`config.mk`:
```
export PLATFORM = sky130hd
export DESIGN_NAME = demux_4_route_ctrl
export DESIGN_NICKNAME = d
export VERILOG_FILES = /design/src/rtl/demux_4_route_ctrl.sv
export SDC_FILE = /design/constraint.sdc
export NUM_CORES = 1
export LEC_CHECK = 0
export ABC_AREA = 1
export CAP_MARGIN = 5
export CORE_MARGIN = 8
export CORE_UTILIZATION = 55
export CTS_BUF_LIST = sky130_fd_sc_hd__clkbuf_8
export CTS_CLUSTER_DIAMETER = 40
export CTS_CLUSTER_SIZE = 20
export DETAILED_ROUTE_END_ITERATION = 6
export PLACE_DENSITY = 0.88
export SKIP_LAST_GASP = 1
export SLEW_MARGIN = 30
export SYNTH_ARGS = -nofsm -noshare
export SYNTH_HDL_FRONTEND = slang
export SYNTH_SLANG_ARGS = --single-unit
```
`constraint.sdc`:
```
create_clock -name clk -period 2.05 [get_ports clk]
set_input_delay 0.5125 -clock clk [delete_from_list [all_inputs] [get_ports clk]]
set_output_delay 0.5125 -clock clk [all_outputs]
set_load 0.02 [all_outputs]
```
`src/rtl/demux_4_route_ctrl.sv`:
```
// Wormhole route controller for one router input port.
// Requests an output, locks the demux select per packet, releases on tail.
module demux_4_route_ctrl #(
  parameter int CNT_WIDTH = 8
) (
  input  logic                 clk,
  input  logic                 rst,
  input  logic                 in_valid,
  input  logic [1:0]           in_type,
  input  logic [1:0]           in_dest,
  output logic                 in_ready,
  output logic [3:0]           req_o,
  input  logic [3:0]           grant_i,
  output logic [3:0]           sel_o,
  output logic [3:0]           out_valid,
  input  logic [3:0]           out_ready,
  output logic                 busy,
  output logic                 err_o,
  output logic [CNT_WIDTH-1:0] flit_cnt
);

  typedef enum logic [1:0] {
    IDLE = 2'd0,
    REQ  = 2'd1,
    XFER = 2'd2
  } state_t;

  localparam logic [CNT_WIDTH-1:0] CNT_ONE =
    {{(CNT_WIDTH-1){1'b0}}, 1'b1};
  localparam logic [CNT_WIDTH-1:0] CNT_MAX = '1;

  state_t               state_q, state_d;
  logic [1:0]           port_q, port_d;
  logic [3:0]           req_q, req_d;
  logic [3:0]           sel_q, sel_d;
  logic                 err_q, err_d;
  logic [CNT_WIDTH-1:0] cnt_q, cnt_d;

  // in_type[0] marks head/single, in_type[1] marks tail/single.
  logic is_head, is_tail, port_rdy, xfer_hs;

  assign is_head  = in_type[0];
  assign is_tail  = in_type[1];
  assign port_rdy = out_ready[port_q];
  assign xfer_hs  = in_valid & port_rdy;

  function automatic logic [3:0] onehot(input logic [1:0] idx);
    logic [3:0] v;
    v = 4'b0000;
    v[idx] = 1'b1;
    return v;
  endfunction

  // State and registered outputs.
  always_ff @(posedge clk) begin
    if (rst) begin
      state_q <= IDLE;
      port_q  <= 2'd0;
      req_q   <= 4'b0000;
      sel_q   <= 4'b0000;
      err_q   <= 1'b0;
      cnt_q   <= '0;
    end else begin
      state_q <= state_d;
      port_q  <= port_d;
      req_q   <= req_d;
      sel_q   <= sel_d;
      err_q   <= err_d;
      cnt_q   <= cnt_d;
    end
  end

  // Next state plus the combinational handshake gating.
  // cnt_q is cleared on grant and never wraps, so zero
  // identifies the packet's own head in XFER.
  always_comb begin
    state_d   = state_q;
    port_d    = port_q;
    req_d     = req_q;
    sel_d     = sel_q;
    err_d     = 1'b0;
    cnt_d     = cnt_q;
    in_ready  = 1'b0;
    out_valid = 4'b0000;
    unique case (state_q)
      IDLE: begin
        if (in_valid) begin
          if (is_head) begin
            port_d  = in_dest;
            req_d   = onehot(in_dest);
            state_d = REQ;
          end else begin
            in_ready = 1'b1;
            err_d    = 1'b1;
          end
        end
      end
      REQ: begin
        if (grant_i[port_q]) begin
          sel_d   = onehot(port_q);
          cnt_d   = '0;
          state_d = XFER;
        end
      end
      XFER: begin
        in_ready  = port_rdy;
        out_valid = sel_q & {4{in_valid}};
        if (xfer_hs) begin
          cnt_d = (cnt_q == CNT_MAX) ? cnt_q : cnt_q + CNT_ONE;
          if (is_tail) begin
            req_d   = 4'b0000;
            sel_d   = 4'b0000;
            state_d = IDLE;
          end else if (is_head && cnt_q != '0) begin
            err_d = 1'b1;
          end
        end
      end
      default: begin
        state_d = IDLE;
      end
    endcase
  end

  assign req_o    = req_q;
  assign sel_o    = sel_q;
  assign err_o    = err_q;
  assign flit_cnt = cnt_q;
  assign busy     = (state_q != IDLE);

endmodule

```
### After elaboration in Yosys (flattened, before gate mapping)

Cells that the tools add are included.

* output and inout bits: 23
* flip-flop bits (word level): 21
* word-level logic and storage cells: 68
* input port bits: 15

* equality and inequality tests: 9
* muxes and demuxes: 33
* reduce and logical (&&, ||, !) cells: 13
* bitwise logic cells: 2
* add/sub/neg operators: 1
* $lt $le $gt $ge: 4

Operators with widths (count)
* 2-to-1 mux 4 bit: 6
* 2-to-1 mux 8 bit: 3
* case mux 4 bit (2 select lines): 2
* case mux 8 bit (2 select lines): 1
* inequality test 2 bit, second input constant: 6
* 2-to-1 mux 2 bit: 5
* AND reduction 5 bit: 2
* 2-to-1 mux 1 bit: 9
* adder 8 x 1 -> 8 bit, second input constant: 1
* equality test 8 bit, second input constant: 1
* AND reduction 4 bit: 2
* nonzero test 8 bit: 1
* < comparator 2 x 3 -> 1 bit, second input constant: 2
* case mux 2 bit (3 select lines): 1
* nonzero test 2 bit: 3
* AND 4 bit: 1
* binary-select mux 1 bit (select 2 bit): 2
* demux 1 bit (select 2 bit): 2
* >= comparator 2 x 1 -> 1 bit, second input constant: 2
* case mux 1 bit (2 select lines): 2
* logical AND 1 bit: 3
* AND reduction 3 bit: 1
* equality test 2 x 1 -> 1 bit, second input constant: 1
* equality test 2 bit, second input constant: 1
* 2 further kinds: 2

### Logic depth before layout (Yosys ltp)

Gate-level depths: netlist of run 1.

* depth in word-level cells: 7
* mapped depth: 12
* depth with buffers taken out: 11

### Least setup slack after synthesis of run 1

Ideal clock, no wire load.

* path kind: reg-to-output
* from: register state_q[0]
* to: output in_ready
* arrival: 1.239 ns
* data required time: 1.537 ns
* cell stages (with the launch flop): 5
* buffers on the path: 1
* slack: 0.298 ns
* cells stage by stage: dfxtp_1 > inv_4 > nand2_4 > clkbuf_1 > o21ai_0

* cells in the longest elaborated chain, start to end: 2

RTL lines
* start, declared: RTL line 32 `state_t state_q, state_d;`
* start signal, assigned: RTL line 64 `state_q <= state_d;`
* equality test 2 bit or logical NOT 2 bit (tied branches): RTL line 85 `unique case (state_q)`
* case mux 1 bit (2 select lines) *: RTL line 85
* end, declared: RTL line 11 `output logic in_ready,`

Every way passes the cells marked *; elsewhere a longest branch is shown, timed or not.

### Worst setup path in the final report of run 1

* from: input out_ready[3]
* to: output in_ready

* cells in the longest elaborated chain, start to end: 3

RTL lines
* start, declared: RTL line 16 `input logic [3:0] out_ready,`
* binary-select mux 1 bit (select 2 bit): RTL line 44 `assign port_rdy = out_ready[port_q];`
* 2-to-1 mux 1 bit (implied by the code): RTL line 44
* case mux 1 bit (2 select lines): RTL line 85

No other way between the ends. The select of a mux whose other input is x is not followed.

==> results.md, run 1 <==
- Status: finished clean
- Dpl ws: -0.426 ns
- Root Buffer: clkbuf_8
- First-pass GRT wire length: 6970 µm
- Worst Hold Class: flop to flop
- #FFs+latches synth: 21
- Post-DP HPWL: 3000 µm
- Largest net degree at the start of global routing: 13
- DRT Pass-1 Iters: 4
- Skew-Pair Late Insertion Delay: 0.26 ns
- Crit-path max cell delay: 0.48 ns
- Initial antenna violation count: 0
- WL/cell: 12.8 µm
- Max clock buf depth: 2
- RSZ-0062 raised after global routing: yes
- Die Area: 4690 µm²
- Fin util: 74.6%
- Fillers: 219
- Total grt overflow: 0
- Core Rows: 19
- CP Capture Type: primary output
- Share of cells above drive strength 1: 21.2%
- Post-layout min period: 2.01 ns
- CTS sink cnt: 21
- Adder-cell area share of the yosys netlist: 1.65%
- Critical Setup Path Class: input pin to primary output
- Detailed-route via count: 1629
- I/O pin cnt: 38
- Commonest non-fill, non-tap cell in the layout: nand2_1
- Vias/cell: 5.34
- First DRT Iteration DRCs: 76
- # setup viols final: 0
- Hold Fails Final Rpt: 0
- Synth Area in Simple Gates: 49.5%
- Synth Warn #: 0
- Critical path cell sequence: clkdlybuf4s50_1 -> nand3_1 -> nand2_1 -> nor2_2 -> o21ai_1 -> buf_4
- I/O Buffers: 37
- Final ANT Viol Nets: 0
- Final Max Tran Viols: 0
- Pwr Total: 0.00108 W
- Crit path DAT: 1.49 ns
- Xor and xnor area share after synthesis: 0%
- Post-synth cell types: 30
- CTS tree: done
- Compound-Gate Fraction of Synth Area: 8.51%
- Buffers and inverters on the worst path: 2
- Layout area overhead: 32.3%
- Final Net Count: 292
- Worst Slack Setup Final: 0.0449 ns
- Clock Skews: 0.00227 ns
- Total GRT Usage: 18.8%
- Detailed Route WL: 3900 µm
- DRC: 0
- Fin crit share: 97.8%
- Worst path required time: 1.54 ns
- Slew margin rel.: 78.3%
- Post-synthesis sequential area ratio: 27.8%
- Mux cell area share after synthesis: 0%
- Max-cap violations: 0
- Family with the most delay on the worst path: buffers and inverters
- Mapped Cells: 226
- Clock-pin slew on the worst setup and hold paths: 0.08 ns
- Largest family of logic cells by synthesized area: simple AND/OR/NAND/NOR gates
- Syn nets: 243
- Worst Tran Pin Value: 0.324 ns
- CORE AREA: 2690 µm²
- Maximum VDD drop: 0.468 mV
- Most frequent cells in the layout: nand2_1 (54), clkdlybuf4s50_1 (31), inv_1 (28)
- Power Dens Cells: 538 nW/µm²
- Crit path max fanout: 2
- Postcts setup bufs: 0
- CP startpoint kind: input pin
- Vias in the first global route: 1626
- Slowest cell on the critical path: clkdlybuf4s50_1
- Die height: 68.5 µm
- Leak pwr: 0.815 nW
- Die W: 68.5 µm
- H-tree depth: 1
- Cell Area, Synth: 1510 µm²
- Fmax: 499 MHz
- CTS buffer count: 3
- Mapped Avg Cell Area: 6.70 µm²
- Global placer's final weighted congestion: 0.897
- Ant diodes: 0
- Starting density of the core: 56.4%
## layer usage
| metal | GRT usage, % | vias to the layer above | part of all wire, % |
|---|---|---|---|
| met1 | 22.1 | 737 | 43 |
| met3 | 2.95 | 2 | 5.2 |
| met2 | 33.2 | 48 | 52 |
| li1 | - | 842 | - |
| met5 | 0 | - | 0 |
| met4 | 6.91 | 0 | 0.51 |
## state kept, by name (all words and copies together) (netlist names)
| name | cells |
|---|---|
| sel_o | 4 |
| port_q | 2 |
| req_o | 4 |
| err_o | 1 |
| flit_cnt | 8 |
| state_q | 2 |
## synth_stat cells
cell / number / area, µm²
buf_4: 1 / 7.51
nand2_1: 54 / 203
nor3_1: 11 / 55.1
clkbuf_1: 2 / 7.51
nand3_4: 3 / 52.6
o21a_4: 1 / 15.0
ha_1: 2 / 25.0
o21ai_1: 1 / 5.00
nand3_2: 1 / 10.0
nand4_1: 21 / 131
nor3b_1: 1 / 7.51
or2_4: 1 / 8.76
or2_1: 1 / 6.26
nor2_1: 17 / 63.8
a21oi_1: 10 / 50.1
a21oi_2: 5 / 43.8
nor2_2: 6 / 37.5
inv_1: 27 / 101
inv_2: 4 / 15.0
buf_6: 3 / 33.8
o21ai_0: 3 / 15.0
inv_4: 1 / 6.26
nor2_4: 1 / 11.3
nand2_2: 7 / 43.8
nand2_4: 2 / 22.5
dfxtp_1: 21 / 420
nand4_4: 1 / 21.3
clkinv_4: 1 / 8.76
buf_2: 2 / 10.0
nand3_1: 15 / 75.1
## cell families after synthesis
group	count (synthesis)
DFF	21
adders and majority gates	2
buffers and inverters	41
and+or+nand+nor	142
AOI/OAI and AO/OA	20
## what timing repair did
action	4_1_cts	5_1_grt
gates resized for setup	26	4
setup endpoints to repair	6	3
hold buffers	0	0
## tightest hold or removal path, delay by kind of cell (launching register included)
family	cells	cell delay, ns
flip-flops	1	0.32
AND/OR/NAND/NOR	1	0.07
AO/OA/AOI/OAI	1	0.04
## area by class of cell
cell class | instances | area [µm²] | area share (%)
repair buffers | 52 | 462 | 23.0
clock inverters | 1 | 3.75 | 0.187
clock buffers | 3 | 41.3 | 2.06
flip-flops and latches | 21 | 420 | 21.0
well taps | 31 | 38.8 | 1.94
inverters | 33 | 131 | 6.56
multi-input cells | 164 | 906 | 45.2
## final timing paths
path / slack (ns) / endpoint / start / depth (start not counted)
min: 0.47 / req_o[0] / req_o[0] / 2
min reg2reg: 0.47 / req_o[0] / req_o[0] / 2
max reg2reg: 0.39 / state_q[1] / state_q[0] / 8
max: 0.04 / in_ready / out_ready[3] / 6
## metrics by stage
stage / instance area [µm²] / std cells / hold WS (ns) / setup TNS, ns
after global placement: 1980 / 301 / 0.457 / -1.86
after detailed placement: 1980 / 301 / 0.461 / -1.96
final: 2000 / 305 / 0.470 / 0
after CTS: 2000 / 305 / 0.477 / 0
after global routing: 2000 / 305 / 0.500 / -0.0397
after floorplan: 1510 / 226 / 0.537 / 0
## where the power goes
group,switching [W],internal [W],total (W)
Combinational,0.000204,0.000156,0.000360
Sequential,0.0000191,0.000430,0.000449
Clock,0.000136,0.000133,0.000269
Total,0.000359,0.000719,0.00108
(Power assumes the default switching activity.)
==> run 2, diff against run 1 <==
==> constraint.sdc (replaced) <==
create_clock -name clk -period 2.5 [get_ports clk]
set_input_delay 0.625 -clock clk [delete_from_list [all_inputs] [get_ports clk]]
set_output_delay 0.625 -clock clk [all_outputs]
set_load 0.02 [all_outputs]
==> run 2 against run 1 <==
  * Worst setup slack improved by 0.10 ns
  * Register-to-register slack better by 0.34 ns
  * Global-route usage shrank 1.5 points
  * Non-clock buffer count decreased by 8
  * Largest power group unchanged
  * Sequential cell count unchanged
  * Sequential share of layout area grew 0.54 points
==> results.md, run 2 (same netlist as run 1, synthesis figures left out) <==
- Total grt overflow: 0 (unchanged)
- HP Start: req_o[1]
- Slew margin rel.: 77.0% (-1.3 points)
- Status: finished clean
- Ant diodes: 0 (unchanged)
- Layout area overhead: 29.0%
- Largest net degree at the start of global routing: 17 (+4)
- Root Buffer: clkbuf_8
- I/O Buffers: 37 (unchanged)
- Initial antenna violation count: 0 (unchanged)
- R2R Setup Slk: 0.73 ns (+0.34 ns)
- Clock-pin slew on the worst setup and hold paths: 0.08 ns (about the same)
- Reg2Reg Depth: 12 (+4)
- H-tree depth: 1 (unchanged)
- Detailed-route via count: 1599 (-1.8%)
- Starting density of the core: 56.4% (unchanged)
- RSZ-0062 raised after global routing: no
- DRC: 0 (unchanged)
- CP startpoint kind: input pin
- Most frequent cells in the layout: nand2_1 (54), clkdlybuf4s50_1 (32), inv_1 (27)
- Die Area: 4690 µm² (unchanged)
- CORE AREA: 2690 µm² (unchanged)
- Worst r2r src: port_q[0]
- Core Rows: 19 (unchanged)
- Die height: 68.5 µm (unchanged)
- CTS tree: done
- Maximum VDD drop: 0.360 mV (-23%)
- Vias in the first global route: 1409 (-13%)
- Flip-flop count of the largest register after layout: 8 (unchanged)
- Final ANT Viol Nets: 0 (unchanged)
- Hold Path Stages: 2 (unchanged)
- Global placer's final weighted congestion: 0.915 (+2.0%)
- CTS buffer count: 3 (unchanged)
- First-pass GRT wire length: 6290 µm (-9.7%)
- First DRT Iteration DRCs: 88 (+16%)
- WL/cell: 12.4 µm (-2.9%)
- Power Dens Cells: 450 nW/µm² (-16%)
- Worst Hold Class: flop to flop
- Post-layout min period: 2.35 ns
- Final Net Count: 284 (-2.7%)
- DRT Pass-1 Iters: 4 (unchanged)
- Worst path required time: 1.88 ns (+0.34 ns)
- Share of cells above drive strength 1: 17.3% (-3.9 points)
- CTS sink cnt: 21 (unchanged)
- Crit path DAT: 1.73 ns (+0.24 ns)
- Total GRT Usage: 17.3% (-1.5 points)
- Detailed Route WL: 3690 µm (-5.4%)
- Clock Skews: 0.00201 ns (-0.000264 ns)
- Hold Path Sink: req_o[1]
- CP Capture Type: primary output
- Max-cap violations: 0 (unchanged)
- Critical Setup Path Class: input pin to primary output
- Fillers: 227 (+3.7%)
- Dpl ws: -0.230 ns (+0.196 ns)
- Fin crit share: 94.2%
- # setup viols final: 0 (unchanged)
- Leak pwr: 0.783 nW (-3.9%)
- Final Max Tran Viols: 0 (unchanged)
- Crit path max fanout: 5 (+3)
- Worst Tran Pin Value: 0.345 ns (+0.0214 ns)
- Max clock buf depth: 2 (unchanged)
- Post-DP HPWL: 2790 µm (-7.1%)
- Commonest non-fill, non-tap cell in the layout: nand2_1
- Die W: 68.5 µm (unchanged)
- Reg2reg end: sel_o[1]
- Skew-Pair Late Insertion Delay: 0.27 ns (about the same)
- Pwr Total: 0.000880 W (-18%)
- Vias/cell: 5.38 (+0.80%)
- Fin util: 72.7% (-1.9 points)
- I/O pin cnt: 38 (unchanged)
- Fmax: 425 MHz
- Hold Fails Final Rpt: 0 (unchanged)
- Worst Slack Setup Final: 0.146 ns (+0.101 ns)
## run 2: cell count changes in the layout (fill, tap and decap cells not counted)
cell and change:
o21ai_0 +1, clkdlybuf4s50_1 +1, buf_4 -10, buf_2 -3, nor2_2 -1, o21ai_1 -1, inv_1 -1, dlygate4sd2_1 +3
nor2_1 +1, clkinv_2 +1, clkbuf_2 +1
## run 2: worst max-delay path, stage by stage
cell,delay (ns)
clkdlybuf4s50_1,0.48
inv_1,0.10
nor3_1,0.16
dlygate4sd2_1,0.36
## run 2: layer usage
layer / GRT usage, % / share of wire (%)
met1: 21.8 / 42
met3: 2.95 / 6.1
met5: 0 / 0
met2: 28.5 / 50
met4: 6.91 / 1.5
## run 2: through the flow
stage | TNS (ns) | area (µm²) | std cells | hold WS, ns
after floorplan | 0 | 1510 | 226 | 0.537
after global placement | -0.777 | 1920 | 293 | 0.457
after detailed placement | -0.844 | 1920 | 293 | 0.459
after CTS | 0 | 1960 | 297 | 0.473
after global routing | 0 | 1950 | 297 | 0.500
final | 0 | 1950 | 297 | 0.471
## run 2: repair_timing
action / in CTS / in global routing
setup buffers: 0 / 0
gates resized for setup: 5 / 3
endpoints found under the setup margin: 5 / 1
pin swaps: 0 / 0
hold endpoints to repair: 0 / 0
hold buffers: 0 / 0
## run 2: worst max path at each step
stage | from | endpoint | slack [ns] | cells past startpoint
final | in_valid | out_valid[1] | 0.15 | 4
after global routing | in_valid | out_valid[1] | 0.05 | 4
after CTS | out_ready[3] | in_ready | 0.06 | 6
after detailed placement | out_ready[3] | in_ready | -0.23 | 6
after global placement | out_ready[3] | in_ready | -0.18 | 6
after floorplan | out_ready[3] | in_ready | 0.60 | 4
## run 2: cell type report
cell class	count	area [µm²]	share of cell area [%]
Clock buffer	3	41.3	2.11
Clock inverter	1	5.00	0.256
Inverter	33	131	6.73
Multi-Input combinational cell	164	903	46.3
Sequential cell	21	420	21.5
Tap cell	31	38.8	1.99
Timing Repair Buffer	44	413	21.1
## run 2: power breakdown
part | internal (W) | total, W | switching (W)
clock | 0.000112 | 0.000235 | 0.000124
combinational | 0.000115 | 0.000275 | 0.000159
sequential | 0.000352 | 0.000370 | 0.0000174
==> run 3, diff against run 2 <==
--- a/config.mk
+++ b/config.mk
@@ -6,11 +6,11 @@
 export NUM_CORES = 1
 export LEC_CHECK = 0
 export ABC_AREA = 1
-export CAP_MARGIN = 5
+export CAP_MARGIN = 20
 export CORE_MARGIN = 8
 export CORE_UTILIZATION = 55
 export CTS_BUF_LIST = sky130_fd_sc_hd__clkbuf_8
-export CTS_CLUSTER_DIAMETER = 40
+export CTS_CLUSTER_DIAMETER = 200
 export CTS_CLUSTER_SIZE = 20
 export DETAILED_ROUTE_END_ITERATION = 6
 export PLACE_DENSITY = 0.88
==> results of run 3 <==
The final DEF is identical to that of run 2; final timing and power are the same.
